--- src/rtl/fetch_byte_source.sv ---
// fetch_byte_source
//   Producer side of the instruction byte stream. Owns the fetch PC, issues
//   single-byte reads on a req/gnt/rvalid bus (one outstanding at most),
//   buffers the returned bytes in a DEPTH-entry FIFO tagged with their address,
//   and presents the head entry to the fetch stage over valid/ready.
//   A redirect flushes the FIFO, restarts at redirect_pc_i and drops any
//   in-flight response.
//
//   state | meaning
//   IDLE  | no request; waiting for FIFO space
//   REQ   | mem_req_o=1, mem_addr_o=fetch_pc
//   WAIT  | read granted, awaiting mem_rvalid_i
//
// Ports
//   clk_i, rstn_i              clock, async active-low reset
//   mem_req_o/addr_o/gnt_i     read request channel
//   mem_rvalid_i/rdata_i       read response channel
//   redirect_i/redirect_pc_i   flush and restart
//   byte_o/byte_pc_o           head byte and its address
//   byte_valid_o/byte_ready_i  handshake to the fetch stage
module fetch_byte_source #(
  parameter int          DEPTH    = 4,
  parameter logic [15:0] RESET_PC = 16'h8000
) (
  input  logic        clk_i,
  input  logic        rstn_i,
  output logic        mem_req_o,
  output logic [15:0] mem_addr_o,
  input  logic        mem_gnt_i,
  input  logic        mem_rvalid_i,
  input  logic [7:0]  mem_rdata_i,
  input  logic        redirect_i,
  input  logic [15:0] redirect_pc_i,
  output logic [7:0]  byte_o,
  output logic [15:0] byte_pc_o,
  output logic        byte_valid_o,
  input  logic        byte_ready_i
);

  localparam int AW = (DEPTH > 1) ? $clog2(DEPTH) : 1;
  localparam int CW = $clog2(DEPTH + 1);

  typedef enum logic [1:0] {S_IDLE, S_REQ, S_WAIT} state_e;

  state_e         state_q, state_d;
  logic [15:0]    fetch_pc_q, fetch_pc_d;
  logic [15:0]    req_pc_q, req_pc_d;
  logic           drop_q, drop_d;
  logic [CW-1:0]  count_q, count_d;
  logic [AW-1:0]  head_q, head_d;
  logic [AW-1:0]  tail_q, tail_d;
  logic [23:0]    mem_q [DEPTH];

  logic           push, pop;
  logic [CW-1:0]  count_post;

  assign byte_valid_o = (count_q != '0);
  assign pop          = byte_valid_o && byte_ready_i && !redirect_i;
  assign push         = (state_q == S_WAIT) && mem_rvalid_i && !drop_q && !redirect_i;
  assign count_post   = count_q + CW'(push) - CW'(pop);

  always_comb begin
    state_d    = state_q;
    fetch_pc_d = fetch_pc_q;
    req_pc_d   = req_pc_q;
    drop_d     = drop_q;
    count_d    = count_post;
    head_d     = pop  ? head_q + AW'(1) : head_q;
    tail_d     = push ? tail_q + AW'(1) : tail_q;

    // A request is only launched with a free slot, and the slot stays
    // reserved until the response arrives (pops only free more space),
    // so a push can never find the FIFO full.
    case (state_q)
      S_IDLE: if (count_q < CW'(DEPTH)) state_d = S_REQ;
      S_REQ: begin
        if (mem_gnt_i) begin
          state_d    = S_WAIT;
          req_pc_d   = fetch_pc_q;
          fetch_pc_d = fetch_pc_q + 16'd1;
        end
      end
      S_WAIT: begin
        if (mem_rvalid_i) begin
          drop_d  = 1'b0;
          state_d = (count_post < CW'(DEPTH)) ? S_REQ : S_IDLE;
        end
      end
      default: state_d = S_IDLE;
    endcase

    if (redirect_i) begin
      count_d    = '0;
      head_d     = '0;
      tail_d     = '0;
      fetch_pc_d = redirect_pc_i;
      case (state_q)
        S_IDLE: state_d = S_REQ;
        S_REQ:  if (mem_gnt_i) drop_d = 1'b1;  // read still issued; its data is stale
        S_WAIT: begin
          if (mem_rvalid_i) state_d = S_REQ;
          else              drop_d  = 1'b1;
        end
        default: state_d = S_IDLE;
      endcase
    end
  end

  always_ff @(posedge clk_i or negedge rstn_i) begin
    if (!rstn_i) begin
      state_q    <= S_IDLE;
      fetch_pc_q <= RESET_PC;
      req_pc_q   <= '0;
      drop_q     <= 1'b0;
      count_q    <= '0;
      head_q     <= '0;
      tail_q     <= '0;
    end else begin
      state_q    <= state_d;
      fetch_pc_q <= fetch_pc_d;
      req_pc_q   <= req_pc_d;
      drop_q     <= drop_d;
      count_q    <= count_d;
      head_q     <= head_d;
      tail_q     <= tail_d;
    end
  end

  // Storage is not reset; outputs are gated by byte_valid_o instead.
  always_ff @(posedge clk_i) begin
    if (push) mem_q[tail_q] <= {mem_rdata_i, req_pc_q};
  end

  assign mem_req_o  = (state_q == S_REQ);
  assign mem_addr_o = mem_req_o ? fetch_pc_q : 16'h0000;

  always_comb begin
    byte_o    = 8'h00;
    byte_pc_o = 16'h0000;
    if (byte_valid_o) {byte_o, byte_pc_o} = mem_q[head_q];
  end

endmodule

--- config.mk ---
export PLATFORM = sky130hd
export DESIGN_NAME = fetch_byte_source
export DESIGN_NICKNAME = d
export VERILOG_FILES = /design/src/rtl/fetch_byte_source.sv
export SDC_FILE = /design/constraint.sdc
export NUM_CORES = 1
export LEC_CHECK = 0
export BUFFER_PORTS_ARGS = -buffer_cell sky130_fd_sc_hd__buf_2
export CAP_MARGIN = 10
export CORE_ASPECT_RATIO = 0.7
export CORE_MARGIN = 2
export CORE_UTILIZATION = 30
export DETAILED_ROUTE_END_ITERATION = 8
export SLEW_MARGIN = 20
export SYNTH_ARGS = -nofsm -noshare
export SYNTH_HDL_FRONTEND = slang
export SYNTH_SLANG_ARGS = --single-unit
--- constraint.sdc ---
create_clock -name clk_i -period 2.6 [get_ports clk_i]
set_clock_uncertainty 0.1 [all_clocks]
set_input_delay 0.78 -clock clk_i [delete_from_list [all_inputs] [get_ports clk_i]]
set_output_delay 0.78 -clock clk_i [all_outputs]
set_load 0.005 [all_outputs]
# Word-level counts from Yosys, hierarchy flattened
# Memory sizes are Yosys's and may differ from the RTL's.
# Index checks and enable logic that the tools add are counted.
# totals
wordCells	59
mem_count	1
ramBits	96
regBits	42
input_bits	30
# memory_table
memory	words	width	read_ports	rd_ports_with_merged_regs	write_ports	line	text
mem_q	4	24	1	0	1	52	logic [23:0] mem_q [DEPTH];
# op_classes
reduce_logical	15
muxes	27
order_cmp	2
eq_ne	2
n_addsub	5
# ops
op	count
$mux 16	5
$mux 2	9
$add 16x1->16 const B	1
$pmux 2 s3	2
$mux 1	8
$mux 8	1
$reduce_bool 2->1	4
$lt 3x3->1 const B	2
$logic_and 1x1->1	5
$add 2x1->2 const B	2
$reduce_and 2->1	2
$add 3x1->3	1
$mux 3	1
$reduce_bool 3->1	1
$sub 3x1->3	1
$eq 2x1->1 const B	1
$eq 2x2->1 const B	1
$logic_not 1->1	2
$logic_not 2->1	1
$pmux 1 s2	1

# Depth between registers and ports, before layout
# Gate-level depths: netlist of the first run.
# logic_depth
ltp_word	13
ltp_mapped	14
mapped_depth_nobuf	14

# Least setup slack after synthesis of the first run
# Ideal clock, no wire load.
# synth_timing
path_type	input -> register
start	input redirect_i
end	register state_q[0]
arrival_time_ps	2899
n_path_buf	2
setup_slack_ps	-481
setup_time_ps	82
path_stages	12
path_cell_list	clkbuf_1 -> buf_1 -> nor2_1 -> ha_1 -> inv_1 -> ha_1 -> inv_1 -> fa_1 -> xnor3_1 -> nor2_1 -> a211o_1 -> a31oi_1
# synth_via
elab_chain_len	11
word_cells_on_any_way	12
# synth_lines
item	line	text
from (decl)	32	input logic redirect_i,
$logic_not 1->1	58, 59	
$logic_and 1x1->1	59	assign push = (state_q == S_WAIT) && mem_rvalid_i && !drop_q && !redirect_i;
$add 3x1->3	60	assign count_post = count_q + CW'(push) - CW'(pop);
$sub 3x1->3	60	
$lt 3x3->1	86	state_d = (count_post < CW'(DEPTH)) ? S_REQ : S_IDLE;
$mux 1	86	
$mux 2	84	if (mem_rvalid_i) begin
$pmux 2 s3	74	case (state_q)
$mux 2	101	if (mem_rvalid_i) state_d = S_REQ;
$pmux 2 s3	97	case (state_q)
$mux 2 *	92	if (redirect_i) begin
named net state_d[0]	45	state_e state_q, state_d;
to (signal assigned)	119	state_q <= state_d;
to (decl)	45	
# The timed path passes the listed nets; every way through them passes the cells marked *.
# A chain may end at the register's enable or synchronous reset.

# Final worst setup path of the first run
# layout_timing
start	register head_q[0]
end	output byte_pc_o[4]
# layout_via
elab_chain_len	2
# layout_lines
item	line	text
from (decl)	50	logic [AW-1:0] head_q, head_d;
from (signal assigned)	116	head_q <= '0;
from (signal assigned)	124	head_q <= head_d;
$mem_v2 4x24	--	
$mux 16	140	if (byte_valid_o) {byte_o, byte_pc_o} = mem_q[head_q];
to (decl)	35	output logic [15:0] byte_pc_o,
# No other way between the ends.

==> summary.txt, run 1 <==
Critical path
  • Startpoint Class: flip-flop
  • Arr. time, crit path: 1.90 ns
  • Crit path required time: 1.72 ns
  • Delay-heaviest family, CP: multiplexers
  • Crit Path Category: flip-flop to output port
  • Cell Chain, Critical Path: buf_12 -> mux4_2 -> and2_4 -> buf_6
  • CP bufs+invs: 2
  • Max incr delay on CP: 0.56 ns
  • Slowest CP cell: mux4_2
  • Setup crit end kind: output port
  • CP Max Fanout: 14

Timing
  • Final min period: 2.78 ns
  • Worst Max-Slew Pin Slew: 0.443 ns
  • Setup violations, final: 28
  • Final hold vios: 0
  • Period utilization: 107%
  • Max Fclk: 359 MHz
  • RSZ-0062 raised after global routing: true
  • Total negative setup slack: -3.23 ns
  • Hold Slack: 0.214 ns
  • Slew Limit Headroom: 70.2%
  • Setup ws final: -0.183 ns
  • Max-slew violations: 0

Clock network
  • Clk slew on worst S/H paths: 0.06 ns
  • # H-tree levels: 4
  • Root buffer cell: clkbuf_16
  • Post-CTS Hold Buffers: 0
  • CTS tree: done
  • Clock Path Buffers: 2
  • Inserted Clock Buffers: 17
  • Clock Sink Count: 138
  • Clk_lat worst skew: 0.42 ns

Synth
  • Distinct cell type count after synthesis: 35
  • Fraction of registers with async set/reset: 30.4%
  • Post-synth EDFFs: 96
  • Register area share after synthesis: 66.9%
  • Top_reg_cell synth: edfxtp_1
  • FF+latch count, synth: 138
  • Cells after Synth: 409
  • Synth Warn #: 0
  • Synthesized area: 5890 um^2
  • Post-Syn Nets: 451
  • Synthesized area per cell: 14.4 um^2

Routing
  • Routed wire per std cell: 16.2 um
  • Drc violations: 0
  • DR vias: 3648
  • Post-route ant nets: 0
  • Vias per std cell: 4.55
  • DRT iter0 DRCs: 196
  • Total iterations of the first detailed-routing run: 4
  • WL final: 13000 um

Global route
  • Initial antenna violation count: 0
  • Tot GR Track Use: 13.3%
  • Total gr overflow: 0
  • Global-route wire length before repair: 20500 um
  • Largest net degree at the start of global routing: 43
  • Vias in the first global route: 3801

Flow run
  • Max_cap viols: 0

Die
  • Starting Density: 30.9%
  • Die width: 171 um
  • Die height: 121 um
  • Standard-cell row count: 42
  • Core Region: 19100 um^2
  • Die area: 20800 um^2
  • I/O pins: 72

Power
  • Max rail drop VDD: 0.000463 V
  • Pwr per Cell Area: 972 nW/um^2
  • P_leak: 2.98 nW

Finish
  • Non-Filler Instances: 802
  • Final nets: 567
  • Layout cells sized above 1: 38.7%
  • Filler cells: 1784
  • Antenna cells: 0
  • Core Util, Final: 40.4%
  • Synthesis-to-layout area growth: 30.8%

Placed design
  • Number of port buffers: 71
  • Placer Congestion: 0.830
  • DP Wirelength: 8340 um
  • Placed insts: 751

Min path
  • Worst min path class: input port to async pin

Outcome
  • Status: finished with violations
  • Violated checks: setup timing
flip-flops by register name (all words and copies together) (netlist names):
signal	count
state_q	2
count_q	3
mem_q	96
fetch_pc_q	16
head_q	2
tail_q	2
req_pc_q	16
drop_q	1
report_power, final:
group	total (mW)	leakage (nW)	internal (mW)	switching (mW)
logic	2.18	1.31	1.18	0.997
registers	2.97	1.39	2.72	0.254
clock network	2.34	0.277	1.35	0.988
total	7.48	2.98	5.25	2.24
worst paths after layout:
kind | end | slack (ns) | cells past startpoint | startpoint
min in group clk_i | mem_q[2][2] | 0.42 | 0 | req_pc_q[2]
max in group asynchronous | fetch_pc_q[15] | 1.91 | 2 | rstn_i
worst min-delay path | count_q[0] | 0.21 | 2 | rstn_i
worst max-delay path | byte_pc_o[4] | -0.18 | 4 | head_q[0]
worst max register to register | state_q[0] | -0.10 | 12 | count_q[0]
worst min register to register | mem_q[2][2] | 0.42 | 0 | req_pc_q[2]
cell usage in the layout, fill, tap and decap left out, types with 2 or more instances in the layout:
cell / n
inv_8: 3
mux4_2: 24
inv_6: 4
and2_4: 15
clkinvlp_4: 3
nor2_1: 12
inv_2: 4
ha_4: 4
buf_2: 58
xor2_1: 6
and2_1: 30
buf_12: 4
o31a_1: 2
nand2_1: 64
nand3_1: 7
clkinv_4: 4
dfrtp_1: 40
buf_6: 18
mux2i_1: 3
o21ai_0: 16
xnor2_1: 9
nand4_1: 7
a211o_1: 2
clkbuf_16: 17
ha_1: 7
nor4_1: 6
a31oi_1: 2
nor2b_1: 3
buf_4: 37
nor3_1: 3
edfxtp_1: 96
nor2_4: 2
inv_1: 9
cells by family after synthesis:
group                    after synthesis  synth area share, %
AND/OR/NAND/NOR                      156                 13.0
flip-flops                           138                 66.9
XOR/XNOR                              16                 2.61
multiplexers                          28                 9.89
AO/OA/AOI/OAI                         26                 2.74
adder cells (fa/ha/maj)               12                 2.68
buffers and inverters                 33                 2.21
metal layers:
layer  vias to the layer above  global-route usage [%]  share of wire, %
met4                         0                    4.03               1.3
met2                        66                    20.9                47
li1                       1721                       -                 -
met3                        16                    4.73               4.3
met1                      1845                    17.4                47
met5                         -                       0                 0
synthesized netlist by cell type, drive strengths merged, types with 7 or more instances:
cell / instances / area share [%]
nor2: 15 / 0.96
mux4: 24 / 9.2
edfxtp: 96 / 49
inv: 13 / 0.83
nand3: 9 / 0.85
nand2: 65 / 4.1
nand4: 7 / 0.74
dfrtp: 41 / 17
clkbuf: 14 / 0.91
and2: 45 / 4.8
o21ai: 16 / 1.4
xnor2: 9 / 1.3
ha: 11 / 2.3
cell type report:
type,instances,area (um^2),share of cell area [%]
repair buffers,117,851,11.0
clock buffers,17,425,5.52
inverters,13,48.8,0.634
clock inverters,15,156,2.03
multi-input cells,238,1950,25.4
flip-flops and latches,138,3940,51.1
well taps,264,330,4.29
worst reg2reg max path, delay by kind of cell, from the launching register on:
kind,cells,cell delay [ns]
AOI/OAI and AO/OA,2,0.45
adders and majority gates,3,0.70
buffers and inverters,2,0.10
and+or+nand+nor,4,0.61
xor gates and xnor gates,1,0.25
DFF,1,0.39
repair_timing:
action,4_1_cts,5_1_grt
setup buffers,14,6
resized for setup,19,31
endpoints found under the setup margin,25,30
pin swaps,4,11
cloned,0,1
metrics by stage:
step                setup WS (ns)  instance area (um^2)  power, mW
floorplan                 -0.0663                  5940       3.95
global placement           -0.163                  6760       4.67
finish                     -0.183                  7700       7.48
detailed placement         -0.251                  6760       4.73
global route               -0.270                  7700       7.92
CTS                        -0.210                  7520       7.31
No activity file was read; power rests on OpenSTA's default activity.
==> run 2, diff against run 1 <==
--- a/constraint.sdc
+++ b/constraint.sdc
@@ -3,3 +3,3 @@
 set_input_delay 0.78 -clock clk_i [delete_from_list [all_inputs] [get_ports clk_i]]
 set_output_delay 0.78 -clock clk_i [all_outputs]
-set_load 0.005 [all_outputs]
+set_load 0.01 [all_outputs]
==> run 2 against run 1 <==
  * The run still ends with setup timing left
  * Clock power is 11% higher
  * Largest cell class unchanged
  * Count of clock-buffer cells in the layout is 4 higher
  * Non-clock buffer count is 8 lower
  * Flip-flop and latch count stayed put
  * Global-route usage is 0.080 points higher
  * Largest power group unchanged
  * Critical path type unchanged
  * Sequential power hardly changed
  * Combinational power is 6% higher
  * Design area is 0.54% higher
  * Via count is 0.44% lower
  * Fmax is 0.36% higher
==> summary.txt, run 2 (synthesis gave the netlist of run 1 again) <==
Clock network
  • # H-tree levels: 4
  • Clk_lat worst skew: 0.41 ns
  • Clock Path Buffers: 2
  • CTS tree: done
  • Clock Sink Count: 138
  • Inserted Clock Buffers: 17
  • Root buffer cell: clkbuf_16
  • Post-CTS Hold Buffers: 0
  • Clk slew on worst S/H paths: 0.06 ns

Placed design
  • DP Wirelength: 8700 um
  • Number of port buffers: 71
  • Placed insts: 753
  • Placed Area: 6760 um^2
  • Placer Congestion: 0.828

Finish
  • Most flop-heavy register: mem_q
  • Largest regs: mem_q x96, fetch_pc_q x16, req_pc_q x16
  • FF/Latch Area: 3940 um^2
  • Layout cells sized above 1: 36.8%
  • Commonest non-fill, non-tap cells in the layout: edfxtp_1 (96), nand2_1 (64), buf_2 (51)
  • Antenna cells: 0
  • Core Util, Final: 40.6%
  • Filler cells: 1789
  • Max reg flops: 96
  • Synthesis-to-layout area growth: 31.5%
  • Commonest non-fill, non-tap cell in the layout: edfxtp_1
  • Multi-input gate area: 1920 um^2
  • Final nets: 559
  • Design area: 7740 um^2
  • Non-Filler Instances: 794

Timing
  • Max Fclk: 361 MHz
  • Worst Max-Slew Pin Slew: 0.603 ns
  • Slew Limit Headroom: 59.8%
  • Period utilization: 107%
  • Final min period: 2.77 ns
  • Max-slew violations: 0
  • RSZ-0062 raised after global routing: true
  • Final hold vios: 0
  • Setup ws final: -0.173 ns
  • Setup violations, final: 25

Routing
  • Routed wire per std cell: 16.3 um
  • DR vias: 3632
  • WL final: 12900 um
  • DRT iter0 DRCs: 196
  • Total iterations of the first detailed-routing run: 5
  • Vias per std cell: 4.57
  • Post-route ant nets: 0
  • Drc violations: 0

Critical path
  • Cell Chain, Critical Path: buf_12 -> buf_12 -> mux4_2 -> and2_4 -> buf_6
  • Delay-heaviest family, CP: multiplexers
  • FF-to-FF Start: state_q[0]
  • Setup crit start: head_q[0]
  • Crit path required time: 1.72 ns
  • Startpoint Class: flip-flop
  • CP bufs+invs: 3
  • Arr. time, crit path: 1.89 ns
  • Max incr delay on CP: 0.52 ns
  • Slowest CP cell: mux4_2
  • Crit Path Category: flip-flop to output port
  • Critical Path Most Common Cell: buf_12
  • CP Max Fanout: 6
  • Setup crit end kind: output port

Global route
  • Total gr overflow: 0
  • Largest net degree at the start of global routing: 34
  • Tot GR Track Use: 13.4%
  • Global-route wire length before repair: 20800 um
  • Initial antenna violation count: 0
  • Vias in the first global route: 3863

Power
  • Max rail drop VDD: 0.000598 V
  • P_leak: 3.00 nW
  • Pwr per Cell Area: 1020 nW/um^2

Min path
  • Worst min path class: input port to async pin

Outcome
  • Violated checks: setup timing
  • Status: finished with violations

Die
  • Starting Density: 30.9%
  • I/O pins: 72
  • Die area: 20800 um^2
  • Die height: 121 um
  • Standard-cell row count: 42
  • Die width: 171 um
  • Core Region: 19100 um^2

Flow run
  • Max_cap viols: 0
-- run 2: cell count changes in the layout (fill, tap and decap cells not counted), sizes merged --
cell / delta
buf: -8
inv: -6
bufinv: +4
clkinv: -2
clkbuf: +4
-- run 2: through the flow --
stage | setup slack (ns) | TNS [ns] | hold WS [ns] | power (mW)
after global routing | -0.239 | -5.10 | 0.297 | 8.31
after floorplan | -0.0663 | -0.0663 | 0.373 | 4.05
after global placement | -0.157 | -0.157 | 0.394 | 4.80
after detailed placement | -0.291 | -0.291 | 0.399 | 4.85
final | -0.173 | -3.57 | 0.266 | 7.88
after CTS | -0.185 | -3.84 | 0.283 | 7.72
-- run 2: timing repair --
item	4_1_cts	5_1_grt
buffers inserted	5	3
cloned	1	0
pin swaps	8	1
gates resized for setup	30	32
setup endpoints to repair	25	29
-- run 2: path summary, 6_finish.rpt --
kind | endpoint | slack, ns | cells after the start
max | byte_pc_o[6] | -0.17 | 5
min reg2reg | req_pc_q[15] | 0.40 | 2
max in group asynchronous | req_pc_q[1] | 1.52 | 2
min | count_q[0] | 0.27 | 1
min in group clk_i | req_pc_q[15] | 0.40 | 2
max reg2reg | state_q[0] | -0.05 | 14
-- run 2: layout make-up --
class	instances	area share, %
inverters	13	0.630
repair buffers	109	11.2
clock buffers	21	5.69
clock inverters	11	2.52
well taps	264	4.27
multi-input cells	238	24.8
flip-flops and latches	138	50.8
-- run 2: power breakdown --
part,switching [mW],internal [mW]
combinational,1.08,1.23
clock,0.890,1.70
sequential,0.256,2.72
total,2.22,5.65
-- run 2: routing by layer --
| layer | track usage, % | up-vias | routed length [um] |
|---|---|---|---|
| li1 | - | 1700 | - |
| met1 | 18.2 | 1830 | 6010 |
| met2 | 20.9 | 90 | 6130 |
| met3 | 4.11 | 12 | 656 |
| met4 | 3.71 | 0 | 128 |
| met5 | 0 | - | 0 |
